## config.mk

```make
export PLATFORM = sky130hd
export DESIGN_NAME = color_freq_meter
export DESIGN_NICKNAME = d
export VERILOG_FILES = /design/src/rtl/color_pkg.sv /design/src/rtl/color_freq_meter_edge_sync_counter.sv /design/src/rtl/color_freq_meter.sv
export SDC_FILE = /design/constraint.sdc
export NUM_CORES = 1
export LEC_CHECK = 0
export BUFFER_PORTS_ARGS = -buffer_cell sky130_fd_sc_hd__buf_2
export CAP_MARGIN = 5
export CORE_UTILIZATION = 33
export CTS_CLUSTER_SIZE = 10
export DETAILED_ROUTE_END_ITERATION = 16
export GPL_ROUTABILITY_DRIVEN = 0
export HOLD_SLACK_MARGIN = 0.12
export PLACE_DENSITY = 0.57
export SLEW_MARGIN = 30
export SYNTH_ARGS = -nofsm -noshare
export SYNTH_HDL_FRONTEND = slang
export SYNTH_HIERARCHICAL = 1
export SYNTH_SLANG_ARGS = --single-unit
export TNS_END_PERCENT = 1
```

## constraint.sdc

```tcl
create_clock -name clk -period 2.31 [get_ports clk]
set_input_delay 0.693 -clock clk [delete_from_list [all_inputs] [get_ports clk]]
set_output_delay 0.693 -clock clk [all_outputs]
set_load 0.05 [all_outputs]
```

## src/rtl/color_pkg.sv

```systemverilog
// -----------------------------------------------------------------------------
// color_pkg
// Shared definitions for the colour sensor path: TCS3200 filter-select codes,
// the channel-index enum, the measurement FSM state enum and the channel count.
// Used by color_freq_meter and by the downstream colour classifier.
//
// Build option: COLOR_FREQ_CLEAR_EN adds the clear (unfiltered) photodiode
// as a fourth channel. Without it a frame measures red, green and blue only.
// -----------------------------------------------------------------------------
package color_pkg;

    // Sensor S2/S3 filter-select codes
    localparam logic [1:0] FILT_RED   = 2'b00;
    localparam logic [1:0] FILT_BLUE  = 2'b01;
    localparam logic [1:0] FILT_CLEAR = 2'b10;
    localparam logic [1:0] FILT_GREEN = 2'b11;

    // Channel index, in measurement order
    typedef enum logic [1:0] {
        CH_RED   = 2'd0,
        CH_GREEN = 2'd1,
        CH_BLUE  = 2'd2,
        CH_CLEAR = 2'd3
    } chan_e;

    // Measurement FSM state
    typedef enum logic [1:0] {
        ST_IDLE   = 2'd0,
        ST_SETTLE = 2'd1,
        ST_GATE   = 2'd2
    } state_e;

`ifdef COLOR_FREQ_CLEAR_EN
    localparam int    NUM_CH  = 4;
    localparam chan_e CH_LAST = CH_CLEAR;
`else
    localparam int    NUM_CH  = 3;
    localparam chan_e CH_LAST = CH_BLUE;
`endif

    // Filter code to drive while measuring a channel
    function automatic logic [1:0] chan_filter(input chan_e ch);
        logic [1:0] code;
        case (ch)
            CH_RED:   code = FILT_RED;
            CH_GREEN: code = FILT_GREEN;
            CH_BLUE:  code = FILT_BLUE;
            default:  code = FILT_CLEAR;
        endcase
        return code;
    endfunction

endpackage

```

## src/rtl/color_freq_meter_edge_sync_counter.sv

```systemverilog
// -----------------------------------------------------------------------------
// edge_sync_counter
// Brings the asynchronous sensor square wave into the clk domain with a
// 2-flop synchroniser, detects rising edges and counts them in a saturating
// counter.
//
// Ports:
//   clk, rst_n  : clock, asynchronous active-low reset
//   freq_in     : sensor output, asynchronous to clk
//   clear       : hold the counter at zero (has priority over en)
//   en          : count detected edges while high
//   count_next  : counter value after this cycle's update (includes the
//                 edge detected in the current cycle)
//   saturated   : count_next is at full scale while counting is enabled
// -----------------------------------------------------------------------------
module edge_sync_counter #(
    parameter int CNT_W = 16
) (
    input  logic             clk,
    input  logic             rst_n,
    input  logic             freq_in,
    input  logic             clear,
    input  logic             en,
    output logic [CNT_W-1:0] count_next,
    output logic             saturated
);

    localparam logic [CNT_W-1:0] CNT_MAX = '1;

    logic [1:0]       sync_q, sync_d;
    logic             prev_q, prev_d;
    logic [CNT_W-1:0] count_q, count_d;
    logic             edge_det;

    always_comb begin
        sync_d   = {sync_q[0], freq_in};
        prev_d   = sync_q[1];
        edge_det = sync_q[1] & ~prev_q;
        count_d  = count_q;
        if (clear) begin
            count_d = '0;
        end else if (en && edge_det && (count_q != CNT_MAX)) begin
            count_d = count_q + 1'b1;
        end
        count_next = count_d;
        saturated  = en && (count_d == CNT_MAX);
    end

    always_ff @(posedge clk or negedge rst_n) begin
        if (!rst_n) begin
            sync_q  <= '0;
            prev_q  <= 1'b0;
            count_q <= '0;
        end else begin
            sync_q  <= sync_d;
            prev_q  <= prev_d;
            count_q <= count_d;
        end
    end

endmodule

```

## src/rtl/color_freq_meter.sv

```systemverilog
// -----------------------------------------------------------------------------
// color_freq_meter
// Drives a TCS3200-style colour sensor and measures the output frequency of
// each photodiode filter by counting rising edges over a fixed gate window.
// A frame walks red, green, blue (and clear when COLOR_FREQ_CLEAR_EN is
// defined); each channel gets SETTLE_CYCLES of settling after the filter
// change, then GATE_CYCLES of counting. Completed frames are published all at
// once with a one-cycle frame_valid pulse. Dropping enable abandons the
// partial frame; the outputs keep the last complete frame.
//
// Ports:
//   clk, rst_n     : clock, asynchronous active-low reset
//   enable         : run measurement frames while high
//   freq_in        : sensor output, asynchronous to clk
//   scale          : sensor S0/S1, constant SCALE
//   filter         : sensor S2/S3 filter select
//   oe_n           : sensor output enable, active low
//   red_cnt, green_cnt, blue_cnt, clear_cnt : counts of the last frame
//                    (clear_cnt is 0 without COLOR_FREQ_CLEAR_EN)
//   overflow       : some count of the last frame saturated
//   frame_valid    : one-cycle pulse when the count outputs update
// -----------------------------------------------------------------------------
module color_freq_meter
    import color_pkg::*;
#(
    parameter int         GATE_CYCLES   = 50000,
    parameter int         SETTLE_CYCLES = 5000,
    parameter int         CNT_W         = 16,
    parameter logic [1:0] SCALE         = 2'b11
) (
    input  logic             clk,
    input  logic             rst_n,
    input  logic             enable,
    input  logic             freq_in,
    output logic [1:0]       scale,
    output logic [1:0]       filter,
    output logic             oe_n,
    output logic [CNT_W-1:0] red_cnt,
    output logic [CNT_W-1:0] green_cnt,
    output logic [CNT_W-1:0] blue_cnt,
    output logic [CNT_W-1:0] clear_cnt,
    output logic             overflow,
    output logic             frame_valid
);

    localparam logic [31:0] SETTLE_LOAD = 32'(SETTLE_CYCLES - 1);
    localparam logic [31:0] GATE_LOAD   = 32'(GATE_CYCLES - 1);

    state_e           state_q, state_d;
    chan_e            chan_q, chan_d;
    logic [31:0]      timer_q, timer_d;
    logic [1:0]       filter_q, filter_d;
    logic             oe_n_q, oe_n_d;
    logic             frame_ovf_q, frame_ovf_d;
    logic             overflow_q, overflow_d;
    logic             frame_valid_q, frame_valid_d;
    logic [CNT_W-1:0] shadow_q [NUM_CH];
    logic [CNT_W-1:0] shadow_d [NUM_CH];
    logic [CNT_W-1:0] cnt_q    [NUM_CH];
    logic [CNT_W-1:0] cnt_d    [NUM_CH];

    logic [CNT_W-1:0] count_next;
    logic             cnt_sat;

    // Counter is held clear outside GATE, so it starts every window at zero.
    edge_sync_counter #(.CNT_W(CNT_W)) u_counter (
        .clk        (clk),
        .rst_n      (rst_n),
        .freq_in    (freq_in),
        .clear      (state_q != ST_GATE),
        .en         (state_q == ST_GATE),
        .count_next (count_next),
        .saturated  (cnt_sat)
    );

    always_comb begin
        state_d       = state_q;
        chan_d        = chan_q;
        timer_d       = timer_q;
        filter_d      = filter_q;
        oe_n_d        = oe_n_q;
        frame_ovf_d   = frame_ovf_q;
        overflow_d    = overflow_q;
        frame_valid_d = 1'b0;
        shadow_d      = shadow_q;
        cnt_d         = cnt_q;

        case (state_q)
            ST_IDLE: begin
                oe_n_d   = 1'b1;
                filter_d = FILT_RED;
                if (enable) begin
                    state_d     = ST_SETTLE;
                    chan_d      = CH_RED;
                    timer_d     = SETTLE_LOAD;
                    filter_d    = chan_filter(CH_RED);
                    oe_n_d      = 1'b0;
                    frame_ovf_d = 1'b0;
                end
            end

            ST_SETTLE: begin
                if (!enable) begin
                    state_d  = ST_IDLE;
                    oe_n_d   = 1'b1;
                    filter_d = FILT_RED;
                end else if (timer_q == '0) begin
                    state_d = ST_GATE;
                    timer_d = GATE_LOAD;
                end else begin
                    timer_d = timer_q - 1'b1;
                end
            end

            ST_GATE: begin
                if (!enable) begin
                    state_d  = ST_IDLE;
                    oe_n_d   = 1'b1;
                    filter_d = FILT_RED;
                end else begin
                    frame_ovf_d = frame_ovf_q | cnt_sat;
                    if (timer_q == '0) begin
                        // count_next already includes this cycle's edge
                        shadow_d[chan_q] = count_next;
                        state_d          = ST_SETTLE;
                        timer_d          = SETTLE_LOAD;
                        if (chan_q == CH_LAST) begin
                            cnt_d         = shadow_d;
                            overflow_d    = frame_ovf_q | cnt_sat;
                            frame_valid_d = 1'b1;
                            frame_ovf_d   = 1'b0;
                            chan_d        = CH_RED;
                            filter_d      = chan_filter(CH_RED);
                        end else begin
                            chan_d   = chan_e'(chan_q + 2'd1);
                            filter_d = chan_filter(chan_e'(chan_q + 2'd1));
                        end
                    end else begin
                        timer_d = timer_q - 1'b1;
                    end
                end
            end

            default: begin
                state_d  = ST_IDLE;
                oe_n_d   = 1'b1;
                filter_d = FILT_RED;
            end
        endcase
    end

    always_ff @(posedge clk or negedge rst_n) begin
        if (!rst_n) begin
            state_q       <= ST_IDLE;
            chan_q        <= CH_RED;
            timer_q       <= '0;
            filter_q      <= FILT_RED;
            oe_n_q        <= 1'b1;
            frame_ovf_q   <= 1'b0;
            overflow_q    <= 1'b0;
            frame_valid_q <= 1'b0;
            for (int i = 0; i < NUM_CH; i++) begin
                shadow_q[i] <= '0;
                cnt_q[i]    <= '0;
            end
        end else begin
            state_q       <= state_d;
            chan_q        <= chan_d;
            timer_q       <= timer_d;
            filter_q      <= filter_d;
            oe_n_q        <= oe_n_d;
            frame_ovf_q   <= frame_ovf_d;
            overflow_q    <= overflow_d;
            frame_valid_q <= frame_valid_d;
            shadow_q      <= shadow_d;
            cnt_q         <= cnt_d;
        end
    end

    assign scale       = SCALE;
    assign filter      = filter_q;
    assign oe_n        = oe_n_q;
    assign overflow    = overflow_q;
    assign frame_valid = frame_valid_q;
    assign red_cnt     = cnt_q[CH_RED];
    assign green_cnt   = cnt_q[CH_GREEN];
    assign blue_cnt    = cnt_q[CH_BLUE];
`ifdef COLOR_FREQ_CLEAR_EN
    assign clear_cnt   = cnt_q[CH_CLEAR];
`else
    assign clear_cnt   = '0;
`endif

endmodule

```

==> key figures, run 1 <==
Synthesis
  – Cells after Synth: 685
  – Synth Register Bits: roughly 140
  – EDFF count, synth: 0
  – Most frequent cell after synthesis: dfrtp_1
  – Post-synth ARST share: 100%
  – Commonest register cell after synthesis: dfrtp_1
  – Synth top area cells: dfrtp_1 50%, nand2_1 5.6%, mux2i_1 4.7%, o21ai_0 3.3%, mux2_1 3.2%
  – Synth cell count leaders: 140 x dfrtp_1, 104 x nand2_1, 49 x nor2_1, 46 x o21ai_0, 33 x mux2i_1
  – Synthesized area: between 0.007 and 0.008 mm^2
  – Syn. warnings: 6
  – Distinct cells, synth: roughly 60
  – Yosys top cell by area: dfrtp_1
  – Sequential area share after synthesis: between 50% and 60%
  – Synth Area per Inst: ~10 um^2
  – Post-synth top area share: 50.0%

GRT
  – M3 GR Usage: under 10%
  – GRT Residual Overflow: 0
  – Global Route met2 Usage: between 20% and 30%
  – First-pass GRT wire length: between 20000 and 30000 um
  – Vias in the first global route: about 5.5k
  – Initial antenna violation count: 0
  – Layer carrying the most global-route usage: met2
  – Total global-route track usage: between 15 and 20%
  – M1 GR Usage: 25.1%
  – Largest net degree at the start of global routing: 82

Power and ir drop
  – Final Power: about 6.4 mW
  – Pwr Density: about 720 mW/mm^2
  – Leakage power: around 4.3 nW
  – VDD IR max: 432 uV

Placement
  – Post-Place Cell Area: 0.00814 mm^2
  – Pre-CTS WS: -93.8 ps
  – PortBufs: 56
  – Post-DP HPWL: ~12000 um

Floorplanning
  – Initial Util: about a third
  – Row count: between 50 and 60
  – Die H: ~150 um
  – I/O pin cnt: 75
  – Area of the die: between 0.02 and 0.025 mm^2
  – Die width: 148 um
  – Core ar.: 0.0205 mm^2

STA
  – RSZ-0062 raised after global routing: yes
  – Final-report setup violation count: 1
  – Final Skew: 13.4 ps
  – Fmax: ~0.42 GHz
  – Final Max Tran Viols: 0
  – Hold Vio Cnt, Final: 0
  – Final worst path period need: ~2400 ps
  – Slew @ Worst Pin: approximately 540 ps
  – TNS Setup: -70.9 ps
  – Worst Hold Margin: between 200 and 250 ps
  – Slew margin rel.: 63.9%
  – Fin crit share: 103%
  – Final worst setup slack: -70.9 ps

Route
  – DRC viols: 0
  – Total Wirelength: about 18000 um
  – Initial DRC Count: 380
  – DRT antenna net count: 0
  – Via density per instance: about 5.0
  – Avg WL per Cell: between 15 and 20 um
  – TritonRoute pass-1 iters: 5
  – Routed via count: approximately 5.4k

Cells and area
  – Fillcell total: about 1.9k
  – Total Nets Final: 829
  – Synthesis-to-finish area growth: 27.0%
  – Share of cells above drive strength 1: between 20% and 30%
  – ANT cells: 0
  – Post-route cell area: 0.00889 mm^2

Clocking
  – Clk_lat worst skew: 440 ps
  – CTS tree: yes
  – CTS Root Cell: clkbuf_16
  – CTS Buffer Depth: 2
  – Clock sinks: 141
  – Clock slew at reported path FFs: ~70 ps
  – CTS HTree Levels: 4
  – TritonCTS Buffers: 17

Setup path
  – Crit path DAT: between 2000 and 3000 ps
  – Setup CP Type: reg -> reg
  – CP Max Fanout: 7
  – Reg2reg start: u_counter/count_q[14]
  – R2R depth: 10
  – Crit path capture type: flop
  – R2r endpoint: frame_ovf_q
  – FF-to-FF setup slack: -70 ps
  – Worst EP required: 2670 ps
  – Worst setup SP type: flop

Run
  – Max Cap Viol: 0

Run status
  – Failing checks: setup timing
  – Outcome: finished with violations

Worst hold path
  – Min-delay worst type: in -> async
-- critical path, stage by stage (launching register included) --
cell and delay (ps):
dfrtp_1 420, nand4_1 240, nor4_4 390, buf_6 200, nor3_4 60, xnor2_2 140
nor4_1 300, and4_1 260, a21oi_1 70, nor2_1 100, a22o_1 140
-- power breakdown --
group	internal [mW]	leakage (nW)	switching (mW)
clock	1.47	0.294	1.32
combinational	0.358	2.04	0.595
sequential	2.55	1.93	0.101
-- placed cells by master, fill, tap and decap left out, drive strengths merged, types with 8 or more instances in the layout --
cell and n:
buf 144, dfrtp 140, nand2 104, nor2 50, o21ai 46, mux2 34, mux2i 33, nor3 26
nand3 20, xnor2 20, nor4 20, conb 18, clkbuf 17, inv 17, xor2 14, ha 12
nand4 10, a21oi 10, and3 8
-- routing by layer --
metal / part of all wire, % / wire length [um] / vias up
li1: - / - / 2652
met4: 1.7 / 292 / 0
met3: 3.5 / 617 / 19
met1: 50 / 8830 / 2643
met2: 45 / 7820 / 120
met5: 0 / 0 / -
-- layout make-up --
cell class                 instances  area, um^2  share of cell area [%]
clock buffer                      17         425                    4.78
clock inverter                    15         190                    2.14
inverter                          10        37.5                   0.422
multi-input combinational        499        3350                    37.7
sequential                       141        3530                    39.7
tap                              270         338                    3.80
timing repair buffer             144        1020                    11.4
-- registers in the layout (all words and copies together), names as in the netlist --
signal and count:
blue_cnt 16, shadow_q 32, timer_q 32, chan_q 2, frame_ovf_q 1, u_counter/prev_q 1
oe_n 1, green_cnt 16, frame_valid 1, red_cnt 16, filter 2, overflow 1
u_counter/count_q 16, state_q 2, u_counter/sync_q 2
-- metrics by stage --
step / cells / util, %
floorplan: 701 / -
global placement: 1063 / 39.7
detailed placement: 1063 / 39.7
CTS: 1096 / 42.9
global route: 1096 / 43.4
finish: 1096 / 43.4
-- worst max-delay path by stage --
stage                     startpoint       endpoint  slack, ps  cells after the start
3_5_place_dp              state_q[0]  green_cnt[15]        -90                     10
3_3_place_gp              state_q[0]  green_cnt[15]        -40                     10
5_1_grt         u_counter/count_q[0]    frame_ovf_q       -200                     11
4_1_cts                   state_q[0]    frame_ovf_q        -40                     11
6_report       u_counter/count_q[14]    frame_ovf_q        -70                     10
2_1_floorplan   u_counter/count_q[0]    frame_ovf_q        -10                     10
-- logic make-up after synthesis --
group / share of synthesized area (%)
AO/OA/AOI/OAI: 7.95
XOR/XNOR: 4.25
adder cells (fa/ha/maj): 2.14
buffers and inverters: 4.70
flip-flops: 50.4
multiplexers: 10.2
other: 0.107
AND/OR/NAND/NOR: 20.2
-- repair_timing --
| item | in CTS | in global routing |
|---|---|---|
| hold buffers | 0 | 0 |
| pin swaps | 9 | 3 |
| gates resized for setup | 7 | 28 |
| buffers inserted | 1 | 0 |
| setup endpoints to repair | 23 | 58 |
No activity file was read; power rests on OpenSTA's default activity.
==> run 2: changes to the inputs <==
CELL_PAD_IN_SITES_DETAIL_PLACEMENT = 1   (was unset)
CELL_PAD_IN_SITES_GLOBAL_PLACEMENT = 2   (was unset)
PLACE_DENSITY = 0.78   (was 0.57)
==> run 2 against run 1 <==
  * The flow still finishes with violations (setup timing)
  * Via count up 6.2%
  * Clock power up 4%
  * Critical path type unchanged
  * Register-to-register slack worse by 160 ps
  * Setup slack worse by 160 ps
  * Highest routed layer unchanged
  * Critical endpoint unchanged
  * Sequential power about the same
  * Critical path depth up 1
==> key figures, run 2 (synthesis gave the netlist of run 1 again) <==
Floorplanning
  – Area of the die: roughly 0.022 mm^2
  – Row count: 52
  – I/O pin cnt: 75
  – Initial Util: between 30% and 40%
  – Die H: between 100 and 150 um
  – Core ar.: ~0.02 mm^2
  – Die width: 148 um

Cells and area
  – Regs by FF count: shadow_q x32, timer_q x32
  – Most frequent cells in the layout: 138 x dfrtp_1, 104 x nand2_1, 82 x buf_4, 55 x buf_2, 44 x nor2_1
  – Commonest non-fill, non-tap cell in the layout: dfrtp_1
  – Finished Core Util: roughly 44%
  – ANT cells: 0
  – Fillcell total: ~2.3k
  – Area of the multi-input gates: approximately 0.0034 mm^2
  – Post-route cell area: between 0.009 and 0.01 mm^2
  – Synthesis-to-finish area growth: 29.3%
  – Finished Layout Cells: ~1.1k
  – Sequential cell area: 0.00353 mm^2
  – Share of cells above drive strength 1: between 30% and 40%
  – Total Nets Final: approximately 830

Placement
  – Post-Place Cells: between 1k and 1.5k
  – Post-DP HPWL: about 14000 um
  – PortBufs: 56
  – Post-Place Cell Area: approximately 0.0082 mm^2
  – Pre-CTS WS: -203 ps

GRT
  – First-pass GRT wire length: ~35000 um
  – Initial antenna violation count: 0
  – M1 GR Usage: roughly 28%
  – Vias in the first global route: about 6.3k
  – GRT Residual Overflow: 0
  – Total global-route track usage: around a fifth
  – M3 GR Usage: under 10%
  – Largest net degree at the start of global routing: between 80 and 90
  – Global Route met2 Usage: between 30% and 40%
  – Layer carrying the most global-route usage: met2

Run status
  – Failing checks: setup timing
  – Outcome: finished with violations

Clocking
  – Clock sinks: 141
  – Clk_lat worst skew: 430 ps
  – CTS Root Cell: clkbuf_16
  – CTS tree: yes
  – Cts hold-fix bufs: 0
  – Clock slew at reported path FFs: 70 ps
  – TritonCTS Buffers: 17
  – CTS Buffer Depth: 2
  – CTS HTree Levels: 4

Run
  – Max Cap Viol: 0

Setup path
  – Crit path DAT: just under 3000 ps
  – Crit path capture type: flop
  – Worst-path cell chain: inv_2 > ha_4 > nand3b_4 > or3_4 > or2_4 > xor2_2 > nor3b_2 > and4_1 > a21oi_2 > nor2_1 > a22o_1
  – Worst EP required: between 2000 and 3000 ps
  – Setup CP Type: reg -> reg
  – Reg2reg start: state_q[0]
  – Max stage delay on crit path: approximately 440 ps
  – R2R depth: 11
  – Worst setup SP type: flop
  – FF-to-FF setup slack: -230 ps
  – Critical path's slowest cell: or3_4
  – R2r endpoint: frame_ovf_q
  – CP Max Fanout: 4

STA
  – Slew margin rel.: about three fifths
  – Fmax: 0.394 GHz
  – Fin crit share: 110%
  – Final-report setup violation count: 20
  – TNS Setup: -1130 ps
  – Final worst path period need: ~2500 ps
  – Hold Vio Cnt, Final: 0
  – Worst Hold Margin: 208 ps
  – Final worst setup slack: -226 ps
  – Final Max Tran Viols: 0
  – Slew @ Worst Pin: between 600 and 700 ps
  – RSZ-0062 raised after global routing: yes
  – Final Skew: between 10 and 15 ps

Power and ir drop
  – Final Power: ~6.7 mW
  – Pwr Density: around 730 mW/mm^2
  – VDD IR max: approximately 420 uV
  – Leakage power: 4.32 nW

Route
  – Routed via count: 5771
  – DRC viols: 0
  – DRT antenna net count: 0
  – Total Wirelength: ~22000 um
  – Avg WL per Cell: between 15 and 20 um
  – TritonRoute pass-1 iters: 5
  – Initial DRC Count: about 360
  – Via density per instance: about 5.3

Worst hold path
  – Min-delay worst type: in -> async
[run 2: timing repair]
item                       4_1_cts  5_1_grt
hold endpoints to repair         0        0
setup endpoints to repair       60       91
pin swaps                        6       19
buffers inserted                 1        5
gates resized for setup         20       34
[run 2: critical path: cells and delay by family (launching register included)]
kind                     cells  cell delay, ps
buffers and inverters        1              90
flip-flops                   1             390
AND/OR/NAND/NOR              6            1450
adder cells (fa/ha/maj)      1             160
XOR/XNOR                     1             170
AO/OA/AOI/OAI                2             220
[run 2: worst max-delay path by stage]
stage                               from             to  slack (ps)
finish                        state_q[0]    frame_ovf_q        -230
global route                  state_q[0]    frame_ovf_q        -390
CTS                           state_q[0]    frame_ovf_q        -120
detailed placement            state_q[0]  green_cnt[15]        -200
global placement    u_counter/count_q[0]    frame_ovf_q         -50
floorplan           u_counter/count_q[0]    frame_ovf_q         -10
[run 2: area by class of cell]
type	count	share of cell area, %
clock buffers	17	4.70
clock inverters	15	2.21
inverters	10	0.415
multi-input cells	499	38.1
flip-flops and latches	141	39.0
well taps	270	3.73
repair buffers	147	11.9
[run 2: layer usage]
layer	vias up	share of wire [%]
li1	2638	-
met2	136	48
met5	-	0
met1	2969	47
met4	0	1.6
met3	28	3.7
[run 2: power breakdown]
group	total [mW]	leakage, nW	internal, mW	switching (mW)
sequential	2.64	1.93	2.55	0.0870
clock	2.90	0.298	1.57	1.33
combinational	1.11	2.09	0.440	0.673
total	6.65	4.32	4.56	2.09
